## config.mk

```make
export PLATFORM = sky130hd
export DESIGN_NAME = dig_updown_counter_flat
export DESIGN_NICKNAME = d
export VERILOG_FILES = /design/src/rtl/dig_updown_counter_if.sv /design/src/rtl/dig_updown_counter.sv /design/src/flat_wrapper.sv
export SDC_FILE = /design/constraint.sdc
export NUM_CORES = 1
export LEC_CHECK = 0
export CAP_MARGIN = 5
export CORE_MARGIN = 4
export CORE_UTILIZATION = 35
export CTS_BUF_LIST = sky130_fd_sc_hd__clkbuf_4 sky130_fd_sc_hd__clkbuf_8
export DETAILED_ROUTE_END_ITERATION = 8
export MAX_ROUTING_LAYER = met4
export SLEW_MARGIN = 10
export SYNTH_ARGS = -nofsm -noshare
export SYNTH_HDL_FRONTEND = slang
export SYNTH_SLANG_ARGS = --single-unit
export TNS_END_PERCENT = 100
```

## constraint.sdc

```tcl
create_clock -name CLK -period 2.6 [get_ports CLK]
set_clock_uncertainty 0.15 [all_clocks]
set_input_delay 0.78 -clock CLK [delete_from_list [all_inputs] [get_ports CLK]]
set_output_delay 0.78 -clock CLK [all_outputs]
set_load 0.01 [all_outputs]
```

## src/rtl/dig_updown_counter_if.sv

```systemverilog
// Command/status bundle for the saturating up/down counter stage.
// The upstream control stage drives the commands. The counter stage returns its count and status.
interface dig_updown_counter_if #(
    parameter int WIDTH = 5
);
    logic             EN;
    logic [WIDTH-1:0] IN_VALUE;
    logic             LOAD;
    logic             UP;
    logic             DOWN;
    logic [WIDTH-1:0] COUNTER;
    logic             HIGH;
    logic             LOW;
    logic             BLOCKED;
    logic [1:0]       STATE;

    modport master (
        output EN, IN_VALUE, LOAD, UP, DOWN,
        input  COUNTER, HIGH, LOW, BLOCKED, STATE
    );

    modport slave (
        input  EN, IN_VALUE, LOAD, UP, DOWN,
        output COUNTER, HIGH, LOW, BLOCKED, STATE
    );
endinterface

```

## src/rtl/dig_updown_counter.sv

```systemverilog
// Saturating up/down counter with a load command and boundary status.
// A two-bit direction state records the last action taken: idle/load, up, down or refused.
// In edge mode UP/DOWN count once per rising edge of the request. LOAD stays level-sensitive.
module dig_updown_counter #(
    parameter int WIDTH     = 5,
    parameter bit EDGE_MODE = 1'b0
) (
    input logic               CLK,
    input logic               RST,
    dig_updown_counter_if.slave bus
);

    localparam logic [WIDTH-1:0] MAX_VAL = '1;

    typedef enum logic [1:0] {
        ST_IDLE = 2'b00,
        ST_UP   = 2'b01,
        ST_DOWN = 2'b10,
        ST_SAT  = 2'b11
    } state_t;

    state_t           state, state_next;
    logic [WIDTH-1:0] count, count_next;
    logic             blocked, blocked_next;
    logic             up_prev, down_prev;
    logic             up_act, down_act;

    // Qualify the requests. In edge mode a request acts only in the cycle it rises.
    always_comb begin
        up_act   = bus.UP;
        down_act = bus.DOWN;
        if (EDGE_MODE) begin
            up_act   = bus.UP & ~up_prev;
            down_act = bus.DOWN & ~down_prev;
        end
    end

    // Next count/state/blocked. The limit checks come first, so +1/-1 never wrap.
    always_comb begin
        count_next   = count;
        state_next   = state;
        blocked_next = 1'b0;
        if (bus.EN) begin
            if (bus.LOAD) begin
                count_next = bus.IN_VALUE;
                state_next = ST_IDLE;
            end else if (down_act) begin
                if (count == '0) begin
                    state_next   = ST_SAT;
                    blocked_next = 1'b1;
                end else begin
                    count_next = count - 1'b1;
                    state_next = ST_DOWN;
                end
            end else if (up_act) begin
                if (count == MAX_VAL) begin
                    state_next   = ST_SAT;
                    blocked_next = 1'b1;
                end else begin
                    count_next = count + 1'b1;
                    state_next = ST_UP;
                end
            end else begin
                state_next = ST_IDLE;
            end
        end
    end

    // State, count, refusal pulse and edge history. EN=0 freezes the edge history.
    always_ff @(posedge CLK or negedge RST) begin
        if (!RST) begin
            count     <= '0;
            state     <= ST_IDLE;
            blocked   <= 1'b0;
            up_prev   <= 1'b0;
            down_prev <= 1'b0;
        end else begin
            count   <= count_next;
            state   <= state_next;
            blocked <= blocked_next;
            if (bus.EN) begin
                up_prev   <= bus.UP;
                down_prev <= bus.DOWN;
            end
        end
    end

    assign bus.COUNTER = count;
    assign bus.HIGH    = (count == MAX_VAL);
    assign bus.LOW     = (count == '0);
    assign bus.BLOCKED = blocked;
    assign bus.STATE   = state;

endmodule

```

## src/flat_wrapper.sv

```systemverilog
// flat-port wrapper written by rule: the top's interface ports become plain ports
module dig_updown_counter_flat 
#(
    parameter int WIDTH     = 5,
    parameter bit EDGE_MODE = 1'b0
)
  (CLK, RST, bus_EN, bus_IN_VALUE, bus_LOAD, bus_UP, bus_DOWN, bus_COUNTER, bus_HIGH, bus_LOW, bus_BLOCKED, bus_STATE);
  dig_updown_counter_if #(.WIDTH(WIDTH)) bus_i ();
  input logic CLK;
  input logic RST;
  input wire logic [$bits(bus_i.EN)-1:0] bus_EN;
  input wire logic [$bits(bus_i.IN_VALUE)-1:0] bus_IN_VALUE;
  input wire logic [$bits(bus_i.LOAD)-1:0] bus_LOAD;
  input wire logic [$bits(bus_i.UP)-1:0] bus_UP;
  input wire logic [$bits(bus_i.DOWN)-1:0] bus_DOWN;
  output wire logic [$bits(bus_i.COUNTER)-1:0] bus_COUNTER;
  output wire logic [$bits(bus_i.HIGH)-1:0] bus_HIGH;
  output wire logic [$bits(bus_i.LOW)-1:0] bus_LOW;
  output wire logic [$bits(bus_i.BLOCKED)-1:0] bus_BLOCKED;
  output wire logic [$bits(bus_i.STATE)-1:0] bus_STATE;
  assign bus_i.EN = bus_EN;
  assign bus_i.IN_VALUE = bus_IN_VALUE;
  assign bus_i.LOAD = bus_LOAD;
  assign bus_i.UP = bus_UP;
  assign bus_i.DOWN = bus_DOWN;
  assign bus_COUNTER = bus_i.COUNTER;
  assign bus_HIGH = bus_i.HIGH;
  assign bus_LOW = bus_i.LOW;
  assign bus_BLOCKED = bus_i.BLOCKED;
  assign bus_STATE = bus_i.STATE;
  dig_updown_counter #(.WIDTH(WIDTH), .EDGE_MODE(EDGE_MODE)) u_core (.CLK(CLK), .RST(RST), .bus(bus_i));
endmodule
```

==> run_results.csv <==
group,metric,value,unit
synth,synth_top_family_by_area,"compound AO/OA/AOI/OAI gates",
synth,synth_xor_area_frac,0.0295,
clock_tree,cts_tree,"yes",
grt,antenna_found_initial,0,
sta,max_freq,395,MHz
routing,finalWirelength,1480,µm
synth,synth_cells,60,
place,dpl.cell_count,104,
floorplanning,rows,14,
floorplanning,ios,21,
critical_path,r2r_start,"u_core.bus.COUNTER[0]",
sta,finalCriticalPeriod,2530,ps
synth,synth_nets,75,
worst_hold_path,min_to,"u_core.bus.STATE[0]",
floorplanning,die_h,49.2,µm
power_and_ir_drop,power_leakage,0.407,nW
power_and_ir_drop,power_density,807,nW/µm²
synth,syn_avg_cell_area,9.91,µm²
critical_path,cp-start-kind,"flip-flop",
worst_hold_path,hold_path_depth,1,
sta,maxSlewViolCount,0,
synth,yosys_warnings,0,
clock_tree,clk_latency,250,ps
routing,viasPerCell,5.30,
clock_tree,cts_root_buf,"clkbuf_4",
grt,gr-total-overflow,0,
sta,setup_viol,0,
routing,dr.first_iter.drc_count,5,
clock_tree,cts.clk_slew.worst_paths,50,ps
synth,ys_ff_latch,8,
place,portBuffers,20,
final_layout,fin_util,0.586,
synth,synthMuxAreaShare,0.131,
final_layout,stdcell_area,913,µm²
critical_path,rrSetupSlack,510,ps
final_layout,nFillCells,138,
synth,synth_fa_ha_area_frac,0.0968,
clock_tree,cts-buffers-inserted,3,
routing,vias,567,
floorplanning,die_area,2420,µm²
critical_path,crit_type,"reg -> out",
critical_path,crit_fanout,5,
synth,synth_area,594,µm²
worst_hold_path,hp-class,"reg -> reg",
routing,drc_errors,0,
synth,synth-simple-area-share,0.166,
clock_tree,cts_max_level,1,
floorplanning,start_util,0.381,
place,gp_congestion,0.774,
clock_tree,clk_path_buf_depth,2,
power_and_ir_drop,power.total,0.737,mW
sta,tightestPinTransition,371,ps
final_layout,layout-area-overhead-vs-synth,53.7,%
sta,hold_viol,0,
place,pre_cts_slack,-352,ps
critical_path,regToRegEndpoint,"u_core.bus.COUNTER[4]",
routing,routedWlPerCell,13.8,µm
routing,postRouteAntennaNets,0,
flow_run,maxCapViolCount,0,
final_layout,instances_no_fill,107,
critical_path,crit_arrival,1600,ps
critical_path,crit_chain,"buf_4 -> nand3_1 -> nor2_2 -> clkdlybuf4s50_1",
grt,grt_pass1_wl,2500,µm
sta,holdWs,354,ps
sta,final.setup.tns,0,ps
synth,synth_area_leaders,"dfrtp_1 34%, mux2_4 7.6%, ha_1 6.3%",
critical_path,max_stage_delay,550,ps
place,dpl.hpwl,1200,µm
synth,synth_compound_area_frac,0.202,
synth,synth_largest_area_cell,"dfrtp_1",
final_layout,nets,108,
critical_path,slowest_stage,"clkdlybuf4s50_1",
sta,fin_crit_sh,0.974,
power_and_ir_drop,ir_drop,0.469,mV
critical_path,end_kind,"output port",
synth,synth_top_area_frac,0.337,
routing,first_pass_iters,5,
critical_path,rr_worst_depth,7,
floorplanning,core_area,1560,µm²
synth,synth_cell_types,28,
grt,grt_max_degree,9,
sta,slew-limit-headroom,0.752,
final_layout,n_antenna_cell,0,
grt,track_usage,0.134,
final_layout,drive_above_1_share,0.297,
worst_hold_path,holdCritStartpoint,"u_core.bus.STATE[0]",
floorplanning,die_w,49.2,µm
status,status,"complete, no violations",
clock_tree,cts_sinks,8,
place,post_dp_cell_area,875,µm²
sta,worst_slack,67.3,ps
clock_tree,ctsHoldBuffers,0,
critical_path,crit_required,1670,ps
grt,grt_pass1_vias,583,
synth,ys_seq_area_frac,0.337,
[cells by family (layout without fill, tap and decap cells)]
family / count (synthesis) / count (layout)
buf+inv: 5 / 36
compound gates: 16 / 16
mux: 6 / 6
xor+xnor: 2 / 2
flops: 8 / 8
simple gates: 19 / 19
fa+ha+maj: 4 / 4
[area by class of cell]
type,count,area [µm²],share of cell area
clock buffer,3,22.5,0.0247
timing repair buffer,29,269,0.295
sequential,8,200,0.219
multi-input combinational,47,387,0.423
tap,16,20.0,0.0219
inverter,4,15.0,0.0164
[sequential cells by signal, indices dropped and copies added, names as in the netlist]
| name | flops |
|---|---|
| u_core.bus.STATE | 2 |
| u_core.bus.COUNTER | 5 |
| u_core.bus.BLOCKED | 1 |
[Yosys cell counts]
| library cell | count |
|---|---|
| inv_1 | 4 |
| xor2_1 | 1 |
| xnor2_1 | 1 |
| o21ai_4 | 1 |
| dfrtp_1 | 8 |
| nor2b_1 | 2 |
| a222oi_1 | 1 |
| o21ai_2 | 2 |
| a21o_1 | 1 |
| ha_1 | 3 |
| fa_1 | 1 |
| mux2_2 | 2 |
| nand2_1 | 5 |
| mux2i_1 | 1 |
| nor2_1 | 5 |
| a21oi_1 | 4 |
| mux2_4 | 3 |
| nand2b_1 | 1 |
| nand3_1 | 2 |
| nand2_2 | 1 |
| buf_4 | 1 |
| o21ai_0 | 2 |
| a211oi_1 | 2 |
| o211ai_1 | 1 |
| o21ba_2 | 1 |
| or4_4 | 1 |
| nor3b_1 | 2 |
| o22ai_1 | 1 |
[metal layers]
metal  track usage  routed length (µm)  share of wire
met1         0.168                 675           0.46
met3        0.0275                  81          0.055
met4        0.0284                   0              0
met2         0.221                 722           0.49
met5             -                   0              0
[how the worst max path moves through the flow]
stage | start | to | slack [ps] | depth (start not counted)
floorplan | bus_DOWN | u_core.bus.COUNTER[4] | 280 | 6
global placement | bus_DOWN | u_core.bus.COUNTER[4] | -300 | 7
detailed placement | bus_DOWN | u_core.bus.COUNTER[4] | -350 | 7
CTS | u_core.bus.COUNTER[0] | bus_HIGH | 20 | 4
global route | u_core.bus.COUNTER[1] | bus_HIGH | -10 | 4
finish | u_core.bus.COUNTER[0] | bus_HIGH | 70 | 4
[worst max-delay path, delay by kind of cell, from the launching register on]
kind          cells  cell delay (ps)
buf+inv           2              710
flops             1              370
simple gates      2              270
[power by group]
group	internal, mW	total (mW)	leakage [nW]	switching (mW)
clock network	0.0528	0.0943	0.0138	0.0416
registers	0.159	0.184	0.0989	0.0253
logic	0.259	0.459	0.294	0.199
total	0.471	0.737	0.407	0.266
[what timing repair did]
item                       CTS  global route
setup endpoints to repair    2             3
setup buffers                0             0
gates resized for setup      4             2
hold endpoints to repair     0             0
[placed cells by master (no fill, tap or decap), drive strengths merged, types with 3 or more instances in the layout]
cell,count
a21oi,4
buf,9
clkbuf,3
clkdlybuf4s50,18
dfrtp,8
ha,3
inv,4
mux2,5
nand2,6
nor2,5
o21ai,5
Note: power is estimated with default switching activity, not from simulation.
==> patch 1 (same settings) <==
`WIDTH` is set to 5 in 3 places; all go to 10.
--- a/src/rtl/dig_updown_counter_if.sv
+++ b/src/rtl/dig_updown_counter_if.sv
@@ -2,5 +2,5 @@
 // The upstream control stage drives the commands. The counter stage returns its count and status.
 interface dig_updown_counter_if #(
-    parameter int WIDTH = 5
+    parameter int WIDTH = 10
 );
     logic             EN;
--- a/src/rtl/dig_updown_counter.sv
+++ b/src/rtl/dig_updown_counter.sv
@@ -3,5 +3,5 @@
 // In edge mode UP/DOWN count once per rising edge of the request. LOAD stays level-sensitive.
 module dig_updown_counter #(
-    parameter int WIDTH     = 5,
+    parameter int WIDTH     = 10,
     parameter bit EDGE_MODE = 1'b0
 ) (
--- a/src/flat_wrapper.sv
+++ b/src/flat_wrapper.sv
@@ -2,5 +2,5 @@
 module dig_updown_counter_flat 
 #(
-    parameter int WIDTH     = 5,
+    parameter int WIDTH     = 10,
     parameter bit EDGE_MODE = 1'b0
 )
Interface: changed (resized bus_COUNTER and bus_IN_VALUE); port bits go from 21 to 31. The function was not compared with the original's and may differ.
==> patch 1 against the original RTL <==
Setup slack worse by 29 ps; cell area is 99% higher; area after synthesis is 95% higher; cell count is 130% higher; sequential cell count is 5 higher; sequential share of layout area is 4.0 points lower; die area is 77% higher; clock power is 46% higher; total power is 81% higher; routed wire length is 140% higher.
==> patch 1: results (changes against the original RTL) <==
FFs w/ async S/R, synth=100% (unchanged); critical-path maximum fanout=2 (-3); multiplexer area fraction after synthesis=3.57% (-9.5 points); LEAKAGE=0.000778 uW (+91%); worst slack, placed=-562 ps (-210 ps); commonest cells in the netlist=13 x dfrtp_1, 10 x a21oi_1, 9 x nand2_1, 9 x nor2_1; routed vias=1255 (+120%); Synth cell types=45 (+61%); cells on worst reg2reg path=9 (+2); RR Endpoint=u_core.bus.COUNTER[9]; clock transition at the registers of the reported paths=80 ps (+30 ps); measured slew at the worst slew-check pin=642 ps (+271 ps); met3 GRT Util=2.56% (-0.19 points); number of cells on the worst hold path=1 (unchanged); reg2reg setup slack=220 ps (-290 ps); Worst-Skew Late Latency=280 ps (+30 ps); post-DR wirelength/cell=14.3 um (+3.6%); hold endpoint=u_core.bus.STATE[1]; R2R Path Start=u_core.bus.COUNTER[4]; first-pass GRT wire length=5960 um (+140%); layout cells sized above 1=28.5% (-1.2 points); comb pwr=903 uW (+97%); Synth Area in Compound Gates=25.7% (+5.5 points); Worst EP arrival=1630 ps (+30 ps); Layout fillers=311 (+130%); Critical path destination=bus_LOW; Hold WS=338 ps (-16.4 ps); Synth Area in XOR/XNOR=5.30% (+2.3 points); Total Power=1340 uW (+81%); Slowest cell on crit path=or4_4; Post-Synth Adder-Cell Area=10.4% (+0.69 points); Avg Cell Area, Syn=8.64 um2 (-13%); delay-heaviest family, CP=simple AND/OR/NAND/NOR gates; initial DRC count=53 (+48); Int Pwr=814 uW (+73%); top post-synthesis cells by area=dfrtp_1 28%, ha_1 8.6%, xnor2_1 4.5%, a21oi_1 4.3%, nand3_1 3.5%; placed cells=238 (+130%); GP Congestion=0.914 (+18%); run status=completed; max reg flops=10 (+5); DR pass1 iterations=4 (-1); Cell Area, Placed=1760 um2 (+100%); nets@finish=226 (+110%); grt met2 use=30.0% (+7.9 points); Resized Gates After CTS=10 (+6); total track usage=18.4% (+5.0 points); DP HPWL=2800 um (+130%); Clock Power Share=10.3% (-2.5 points); Worst Min Path Start=u_core.bus.STATE[1]; sequential share of the synthesized area=28.1% (-5.6 points); post-synth net total=159 (+110%); pin count of the biggest net entering global routing=19 (+10); final WL=3500 um (+140%); port bufs=30 (+50%); Worst VDD drop=0.267 mV (-43%); Final period util=98.5% (+1.1 points); GR Util met1=22.8% (+6.0 points); CP startpoint=u_core.bus.COUNTER[6]
## patch 1: cell count changes after synthesis, moves of 4 or more
cell / before / now
o21a_1: 0 / 5
clkbuf_1: 0 / 4
ha_1: 3 / 8
nand2_1: 5 / 9
nor2_1: 5 / 9
inv_1: 4 / 8
xnor2_1: 1 / 6
dfrtp_1: 8 / 13
a21oi_1: 4 / 10
nand3_1: 2 / 8
## patch 1: layer usage
metal  share of wire [%]  up-vias
met2                  49       38
met1                  45      575
li1                    -      633
met5                   0        -
met3                 4.4        9
met4                 1.9        0
## patch 1: final cells by class
| cell class | instances | area [um2] | area share, % |
|---|---|---|---|
| Sequential cell | 13 | 327 | 17.9 |
| Timing Repair Buffer | 68 | 574 | 31.5 |
| Clock buffer | 4 | 30.0 | 1.65 |
| Multi-Input combinational cell | 107 | 806 | 44.2 |
| Inverter | 8 | 30.0 | 1.65 |
| Tap cell | 44 | 55.1 | 3.02 |
==> patch 2 (same flow settings) <==
Made on the original files. Make the reset (`RST`) synchronous in one clocked block.
--- a/src/rtl/dig_updown_counter.sv
+++ b/src/rtl/dig_updown_counter.sv
@@ -68,5 +68,5 @@
 
     // State, count, refusal pulse and edge history. EN=0 freezes the edge history.
-    always_ff @(posedge CLK or negedge RST) begin
+    always_ff @(posedge CLK) begin
         if (!RST) begin
             count     <= '0;
Behaviour: differs if RST is asserted again (counterexample within 4 cycles, from zero or initial values and one cycle with RST low); with RST held inactive, the same outputs for 10 cycles.
==> patch 2 against the original RTL <==
Utilization is 0.80 points lower; hold slack worse by 57 ps; sequential cell count stayed put; routed wire length is 0.54% higher; cell area is 2.5% lower; setup slack better by 78 ps; area after synthesis is 0.63% lower; critical endpoint is now bus_LOW.
Power is not compared: it rests on default switching activity, and its combinational part moved more than twofold at a synthesized area within 25%.
==> patch 2: results (changes against the original RTL) <==
number of antenna diodes=0 (unchanged); LEAKAGE=0.000376 uW; Root Buffer=clkbuf_4; Synth cell types=31 (+11%); reg2reg setup slack=880 ps (+370 ps); number of global-route vias before repair=580 (-0.51%); top post-synthesis cells by area=dfxtp_1 27%, mux2i_1 6.8%, ha_1 6.4%, nand2_1 5.7%, a21oi_1 3.4%; Slowest cell on crit path=or4_4; FFs w/ async S/R, synth=0% (-100 points); Cell Area, Placed=865 um2 (-1.1%); port bufs=20 (unchanged); min-delay worst type=flip-flop to flip-flop; nets@finish=116 (+7.4%); CTS H-tree depth=1 (unchanged); total track usage=14.0% (+0.55 points); DR pass1 iterations=4 (-1); clock transition at the registers of the reported paths=60 ps; met3 WL=65 um (-20%); Main synth FF type=dfxtp_1; post-synth net total=85 (+13%); max reg flops=5 (unchanged); Worst EP arrival=1520 ps (-80 ps); M1 WL=621 um (-8.0%); Hold WS=297 ps (-57.1 ps); Top Metal Used=met4; GP Congestion=0.822 (+6.2%); number of setup buffers added after CTS=0 (unchanged); commonest cells in the netlist=9 x nand2_1, 8 x dfxtp_1, 4 x a21oi_1, 4 x mux2i_1, 4 x o21ai_1; run status=completed; DP HPWL=1220 um (+1.8%); relative slew slack=73.4% (-1.8 points); minimum clock period=2450 ps (-78.2 ps); initial antenna violation count=0 (unchanged); register area=160 um2 (-20%); initial DRC count=4 (-1); layout cells sized above 1=17.2% (-12 points); pin count of the biggest net entering global routing=12 (+3); sequential share of the synthesized area=27.1% (-6.6 points); CP max stage delay=550 ps (about the same); Layout fillers=155 (+12%); Synth Warn #=0 (unchanged); CTS Buffer Depth=2 (unchanged); worst slack, placed=-0.992 ps (+351 ps); critical-path maximum fanout=4 (-1); met2 wire len=754 um (+4.4%); routed vias=630 (+11%); final WL=1490 um (+0.54%); Worst VDD drop=0.185 mV; first-pass GRT wire length=2550 um (+2.2%); cts bufs inserted=3 (unchanged); Worst-Skew Late Latency=260 ps
==> patch 2: changes by cell type after synthesis, sizes merged, moves of 2 or more <==
| cell | change |
|---|---|
| dfrtp | -8 |
| dfxtp | +8 |
| mux2 | -4 |
| mux2i | +3 |
| nand2 | +3 |
| a2111oi | +2 |
| a211oi | -2 |
| nand4 | +2 |
| o21ai | +2 |
==> patch 2: cells by family (layout without fill, tap and decap cells) <==
group / Yosys count / after routing / share of synthesized area [%]
XOR/XNOR: 2 / 2 / 2.97
adder cells (fa/ha/maj): 4 / 4 / 9.75
AND/OR/NAND/NOR: 25 / 25 / 23.1
buffers and inverters: 6 / 35 / 4.24
multiplexers: 5 / 5 / 8.69
AO/OA/AOI/OAI: 20 / 20 / 24.2
flip-flops: 8 / 8 / 27.1
==> patch 2: final timing paths <==
check	from	to	cells after the start
max	u_core.bus.COUNTER[0]	bus_LOW	3
min	u_core.bus.STATE[0]	u_core.bus.STATE[0]	2
max reg2reg	u_core.bus.COUNTER[2]	u_core.bus.COUNTER[3]	6
min reg2reg	u_core.bus.STATE[0]	u_core.bus.STATE[0]	2
==> patch 2: timing repair <==
item / in CTS / in global routing
endpoints found under the setup margin: 1 / 1
pin swaps: 0 / 1
hold buffers: 0 / 0
gates cloned: 0 / 0
endpoints found under the hold margin: 0 / 0
gates resized for setup: 1 / 2
==> patch 2: layout make-up <==
| type | count | share of cell area, % |
|---|---|---|
| inverters | 3 | 1.26 |
| repair buffers | 29 | 30.2 |
| flip-flops and latches | 8 | 18.0 |
| clock buffers | 3 | 2.53 |
| well taps | 16 | 2.25 |
| multi-input cells | 56 | 45.8 |
==> patch 2: worst max-delay path: cells and delay by family (launching register included) <==
kind	cells	cell delay, ps
simple gates	2	670
flops	1	310
buf+inv	1	280
==> patch 2: per-stage QoR <==
| stage | setup TNS (ps) | std cells |
|---|---|---|
| after floorplan | 0 | 70 |
| after global placement | 0 | 112 |
| after detailed placement | -0.992 | 112 |
| after CTS | 0 | 115 |
| after global routing | 0 | 115 |
| final | 0 | 115 |
==> patch 2: per-layer routing <==
metal  GRT usage, %  vias up
met5              -        -
met4           9.42        0
met3           2.14        5
met2           22.1       20
met1           15.9      284
li1               -      321
==> patch 2: report_power, final <==
part | switching (uW) | internal [uW] | total, uW | leakage, uW
clock network | 46.9 | 53.2 | 100 | 0.0000138
registers | 6.49 | 132 | 139 | 0.0000655
logic | 75.3 | 91.2 | 166 | 0.000296
